$ cat src/rtl/bcd_display_ctrl.sv
// Sequential binary-to-BCD converter (double dabble, one shift per clock) with display hold.
// Optional leading-zero blanking is enabled by defining BCD_LEADING_ZERO_BLANK_EN.
module bcd_display_ctrl #(
  parameter int W = 8,
  parameter int N = 3
) (
  input  logic           clk,
  input  logic           rst,
  input  logic           in_valid,
  input  logic [W-1:0]   in_data,
  output logic           in_ready,
  output logic           busy,
  output logic           done,
  output logic [4*N-1:0] digits,
  output logic           ovf,
  output logic [N-1:0]   blank
);

  localparam int CW = $clog2(W + 1);
  localparam logic [W+31:0] MAXV = (W + 32)'(10 ** N - 1);

  typedef enum logic [1:0] {IDLE, SHIFT, DONE} state_t;

  state_t         state_q, state_d;
  logic [W-1:0]   sr_q, sr_d;
  logic [4*N-1:0] acc_q, acc_d;
  logic [CW-1:0]  cnt_q, cnt_d;
  logic           ovfn_q, ovfn_d;
  logic [4*N-1:0] digits_q, digits_d;
  logic           ovf_q, ovf_d;
  logic [4*N-1:0] acc_adj, acc_shift;
  logic           last_shift;

  // Add-3 correction on every nibble, then shift the next binary bit in.
  always_comb begin
    acc_adj = acc_q;
    for (int i = 0; i < N; i++) begin
      if (acc_q[4*i +: 4] >= 4'd5) acc_adj[4*i +: 4] = acc_q[4*i +: 4] + 4'd3;
    end
    acc_shift = {acc_adj[4*N-2:0], sr_q[W-1]};
  end

  assign last_shift = (state_q == SHIFT) && (cnt_q == CW'(1));

  // The result is registered as the FSM enters DONE, so the done pulse coincides with fresh digits.
  always_comb begin
    state_d  = state_q;
    sr_d     = sr_q;
    acc_d    = acc_q;
    cnt_d    = cnt_q;
    ovfn_d   = ovfn_q;
    digits_d = digits_q;
    ovf_d    = ovf_q;
    case (state_q)
      IDLE: begin
        if (in_valid) begin
          sr_d    = in_data;
          acc_d   = '0;
          cnt_d   = CW'(W);
          ovfn_d  = ({32'd0, in_data} > MAXV);
          state_d = SHIFT;
        end
      end
      SHIFT: begin
        acc_d = acc_shift;
        sr_d  = sr_q << 1;
        cnt_d = cnt_q - CW'(1);
        if (last_shift) begin
          state_d  = DONE;
          digits_d = ovfn_q ? {N{4'd9}} : acc_shift;
          ovf_d    = ovfn_q;
        end
      end
      DONE:    state_d = IDLE;
      default: state_d = IDLE;
    endcase
  end

  always_ff @(posedge clk or posedge rst) begin
    if (rst) begin
      state_q  <= IDLE;
      digits_q <= '0;
      ovf_q    <= 1'b0;
    end else begin
      state_q  <= state_d;
      digits_q <= digits_d;
      ovf_q    <= ovf_d;
    end
  end

  // Working registers are only meaningful in SHIFT and are reloaded on every transfer.
  always_ff @(posedge clk) begin
    sr_q   <= sr_d;
    acc_q  <= acc_d;
    cnt_q  <= cnt_d;
    ovfn_q <= ovfn_d;
  end

  assign in_ready = (state_q == IDLE);
  assign busy     = (state_q != IDLE);
  assign done     = (state_q == DONE);
  assign digits   = digits_q;
  assign ovf      = ovf_q;

`ifdef BCD_LEADING_ZERO_BLANK_EN
  localparam logic [N-1:0] BLANK_RST = {N{1'b1}} << 1;

  logic [N-1:0] blank_q, blank_d;
  logic         lead_zero;

  always_comb begin
    blank_d   = blank_q;
    lead_zero = 1'b1;
    if (last_shift) begin
      blank_d = '0;
      for (int i = N - 1; i > 0; i--) begin
        lead_zero  = lead_zero && (acc_shift[4*i +: 4] == 4'd0);
        blank_d[i] = lead_zero && !ovfn_q;
      end
    end
  end

  always_ff @(posedge clk or posedge rst) begin
    if (rst) blank_q <= BLANK_RST;
    else     blank_q <= blank_d;
  end

  assign blank = blank_q;
`else
  assign blank = '0;
`endif

endmodule

$ cat config.mk
export PLATFORM = sky130hd
export DESIGN_NAME = bcd_display_ctrl
export DESIGN_NICKNAME = d
export VERILOG_FILES = /design/src/rtl/bcd_display_ctrl.sv
export SDC_FILE = /design/constraint.sdc
export NUM_CORES = 1
export LEC_CHECK = 0
export ABC_AREA = 1
export CORE_UTILIZATION = 48
export DETAILED_ROUTE_END_ITERATION = 8
export PLACE_DENSITY_LB_ADDON = 0.1
export SKIP_CTS_REPAIR_TIMING = 1
export SYNTH_ARGS = -nofsm -noshare
export SYNTH_HDL_FRONTEND = slang
export SYNTH_SLANG_ARGS = --single-unit
$ cat constraint.sdc
create_clock -name clk -period 1.75 [get_ports clk]
set_clock_uncertainty 0.05 [all_clocks]
set_input_delay 0.525 -clock clk [delete_from_list [all_inputs] [get_ports clk]]
set_output_delay 0.525 -clock clk [all_outputs]
set_load 0.03 [all_outputs]
### Yosys cells after proc, flatten, opt, wreduce, memory -nomap -nowiden

Cells that the tools add are included.

* flip-flop bits (word level): 38
* input port bits: 11
* logic and storage cells: 36

* add/sub/neg operators: 4
* $lt $le $gt $ge: 3
* equality and inequality tests: 5
* muxes and demuxes: 12
* reduce and logical (&&, ||, !) cells: 7

Operators with widths (number)
* 12-bit case mux with 2 select lines: 1
* 8-bit case mux with 2 select lines: 1
* 4-bit by 3-bit >= comparator with 1-bit output (second input constant): 3
* 12-bit two-way mux: 1
* 4-bit two-way mux: 3
* 4-bit by 2-bit adder with 4-bit output (second input constant): 2
* 8-bit two-way mux: 1
* 4-bit case mux with 2 select lines: 1
* 2-bit AND reduction: 3
* 4-bit by 1-bit equality test with 1-bit output (second input constant): 1
* 2-bit two-way mux: 2
* 2-bit != test (second input constant): 2
* 2-bit case mux with 2 select lines: 1
* 2-bit nonzero test: 2
* 4-bit by 1-bit subtractor with 4-bit output (second input constant): 1
* 3-bit by 2-bit adder with 3-bit output (second input constant): 1
* 3-bit two-way mux: 1
* 2-bit by 1-bit equality test with 1-bit output (second input constant): 1
* 2-bit equality test (second input constant): 1
* 2-bit zero test: 1
* 1-bit logical AND: 1

### Logic depth before layout (Yosys ltp)

* depth after elaboration: 4
* mapped depth: 10
* gate-level depth less buffers: 10

### Worst setup path before layout

No wires, ideal clock.

* path type: register to register
* from: register state_q[0]
* to: register acc_q[0] (enable)
* setup time: 381 ps
* data arrival time: 1582 ps
* data required time: 1319 ps
* setup slack: -263 ps
* cell stages (with the launch flop): 4
* path buffers: 0
* period minus slack after synthesis: 2013 ps
* cell sequence: dfrtp_1 -> nor2_1 -> nand2_1 -> nand2_1

* cells in the longest elaborated chain, start to end: 3

Ends and longest elaborated chain
* start: declaration: RTL line 24 `state_t state_q, state_d;`
* start signal: assignment: RTL line 85 `state_q <= state_d;`
* 2-bit zero test (*)
* named net in_ready: RTL line 11 `output logic in_ready,`
* 2-bit != test (no line) or 2-bit nonzero test (tied branches)
* 2-bit AND reduction (no line) (*)
* end signal: assignment: RTL line 94 `acc_q <= acc_d;`
* end: declaration: RTL line 26 `logic [4*N-1:0] acc_q, acc_d;`

The timed path passes the listed nets; every way through them passes the cells marked *.
A chain may end at the register's enable or synchronous reset.

### Final worst setup path

* from: register state_q[1]
* to: output port busy

* cells in the longest elaborated chain, start to end: 1

Ends and longest elaborated chain
* 2-bit nonzero test: RTL line 100 `assign busy = (state_q != IDLE);`
* end: declaration: RTL line 12 `output logic busy,`

No other way between the ends.

==> flow_summary.toml <==
[outcome]
run_status = "finished clean"

[sta]
setup_ws_ns = 0.0799
holdWs_ns = 0.424
finalCritPeriodShare_pct = 95.4
drv_slew = 0
fin_tns_setup_ns = 0
period_needed_ns = 1.67
rsz0062_at_grt = "false"
hold_violations = 0
clock.fmax_mhz = 599
setup_viol = 0

[clocking]
cts_root_buf = "clkbuf_8"
cts.sinks = 38
clkTransAtPathRegs_ns = 0.07
cts_buffer_depth = 2
cts_tree = "built"
htreeDepth = 2
clock_latency_ns = 0.29
cts_made_buffers = 5

[floorplan]
die_h_um = 64.8
die_w_um = 64.8
coreArea_sq_um = 3720
dieArea_sq_um = 4190
row_count = 22
ios = 30
start_util_pct = 50.9

[global_route]
track_usage_pct = 19.9
grt-ovfl-total = 0
grt_max_degree = 17
antenna_found_initial = 0
grt_pass1_wl_um = 6240
grt_pass1_vias = 1541

[setup_path]
r2r_start = "state_q[0]"
cp.arrival_ns = 1.10
critPathKind = "reg2out"
crit_required_ns = 1.17
reg2reg_depth = 5
critPathCaptureType = "output port"
cp_slowest_cell = "dfrtp_1"
path_cells = "nor2_2 > inv_1 > dlymetal6s2s_1"
reg2reg_to = "sr_q[3]"
crit_fanout = 2
max_stage_delay_ns = 0.39
reg2reg_slack_ns = 0.26
startpoint_type = "register"

[synthesis]
ys_ff_latch = 38
synth.most_common_cell = "nand2_1"
yosys_warnings = 0
synth_cells = 207
synth_ff_type = "edfxtp_1"
synthArstFlopShare_pct = 36.8
synth_area_leaders = "edfxtp_1 38%, dfrtp_1 19%, nand2_1 14%, ha_1 5.3%, inv_1 4.8%"
yosys-top-cells-count = "73 x nand2_1, 24 x edfxtp_1, 24 x inv_1, 21 x nor2_1"
synth_top_cell_area_share_pct = 38.1
synth_edf_count = 24
syn_area_sq_um = 1890
synth_top_area_cell = "edfxtp_1"
synth-seq-area-share_pct = 56.7
synthDistinctLibCells = 23
synth.avg_cell_area_sq_um = 9.13

[place]
postPlaceCellArea_sq_um = 2230
dp.cells = 282
routabilityCongestion = 0.789
hpwl_um = 2520
io_buffers = 25
place_ws_ns = 0.0505

[drt]
totalWireLength_um = 3450
via_per_inst = 4.84
drc = 0
ant_nets = 0
vias = 1404
wl_per_cell_um = 11.9
firstDrtPassIters = 4
drt-initial-drc-count = 44

[finish]
antenna_cells = 0
final_cells = 290
post-route-cell-area_sq_um = 2350
finalNetCount = 260
area_delta_synth_final_pct = 24.6
drive_gt1_share_pct = 9.50

[pwr]
leakage_nw = 1.27
ir_drop_mv = 0.885
power_density_nw_per_um2 = 2050

[min_path]
worstHoldPathCells = 2
holdCritStartpoint = "digits[9]"
min_to = "digits[9]"
hold_class = "reg2reg"

[flow_run]
drv_cap = 0
-- layer usage --
layer | up-vias | share of wire [%] | track usage [%]
li1 | 716 | - | -
met1 | 654 | 41 | 21.0
met4 | 0 | 1.4 | 7.22
met5 | - | 0 | 0
met3 | 6 | 4.0 | 5.81
met2 | 28 | 53 | 36.7
-- flip-flops by register name, summed over array words and instances (netlist names) --
| register | count |
|---|---|
| digits | 12 |
| sr_q | 8 |
| acc_q | 12 |
| state_q | 2 |
| cnt_q | 4 |
-- cells in the final DEF (no fill, tap or decap), types with 2 or more instances in the layout --
| cell | n |
|---|---|
| buf_12 | 2 |
| buf_4 | 6 |
| clkbuf_8 | 6 |
| clkdlybuf4s50_1 | 10 |
| conb_1 | 4 |
| dfrtp_1 | 14 |
| dlymetal6s2s_1 | 13 |
| edfxtp_1 | 24 |
| ha_1 | 8 |
| inv_1 | 24 |
| nand2_1 | 72 |
| nand3_1 | 14 |
| nand4_1 | 3 |
| nor2_1 | 20 |
| o21ai_0 | 7 |
| o21ai_2 | 2 |
-- metrics by stage --
stage | power (W) | utilization, %
final | 0.00482 | 63.4
after CTS | 0.00488 | 62.5
after global routing | 0.00524 | 63.4
after global placement | 0.00416 | 60.0
after detailed placement | 0.00426 | 60.0
after floorplan | 0.00343 | -
-- worst max-delay path by stage --
stage / cells past startpoint / endpoint / start
global placement: 3 / busy / state_q[1]
CTS: 3 / busy / state_q[1]
global route: 3 / busy / state_q[1]
floorplan: 3 / acc_q[0] / state_q[0]
finish: 3 / busy / state_q[1]
detailed placement: 3 / busy / state_q[1]
-- final cells by class --
class	count	area, sq um
Clock buffer	7	86.3
Clock inverter	1	5.00
Fill cell	322	1360
Inverter	26	100
Multi-Input combinational cell	139	684
Sequential cell	38	1070
Tap cell	48	60.1
Timing Repair Buffer	31	348
-- critical path: cells and delay by family, from the launching register on --
| family | cells | cell delay (ns) |
|---|---|---|
| flip-flops | 1 | 0.39 |
| AND/OR/NAND/NOR | 1 | 0.12 |
| buffers and inverters | 2 | 0.29 |
-- power breakdown --
group | switching [W] | leakage [nW] | internal, W
registers | 0.000236 | 0.425 | 0.00159
clock network | 0.000291 | 0.0482 | 0.000318
logic | 0.00150 | 0.796 | 0.000882
-- cells by family after synthesis --
| logic type | Yosys count | share of synthesized area, % |
|---|---|---|
| AND/OR/NAND/NOR | 114 | 25.5 |
| flip-flops | 38 | 56.7 |
| buffers and inverters | 33 | 8.01 |
| AO/OA/AOI/OAI | 12 | 3.84 |
| adder cells (fa/ha/maj) | 8 | 5.29 |
| XOR/XNOR | 1 | 0.463 |
| other | 1 | 0.198 |
Power figures use the tool's default switching activity.
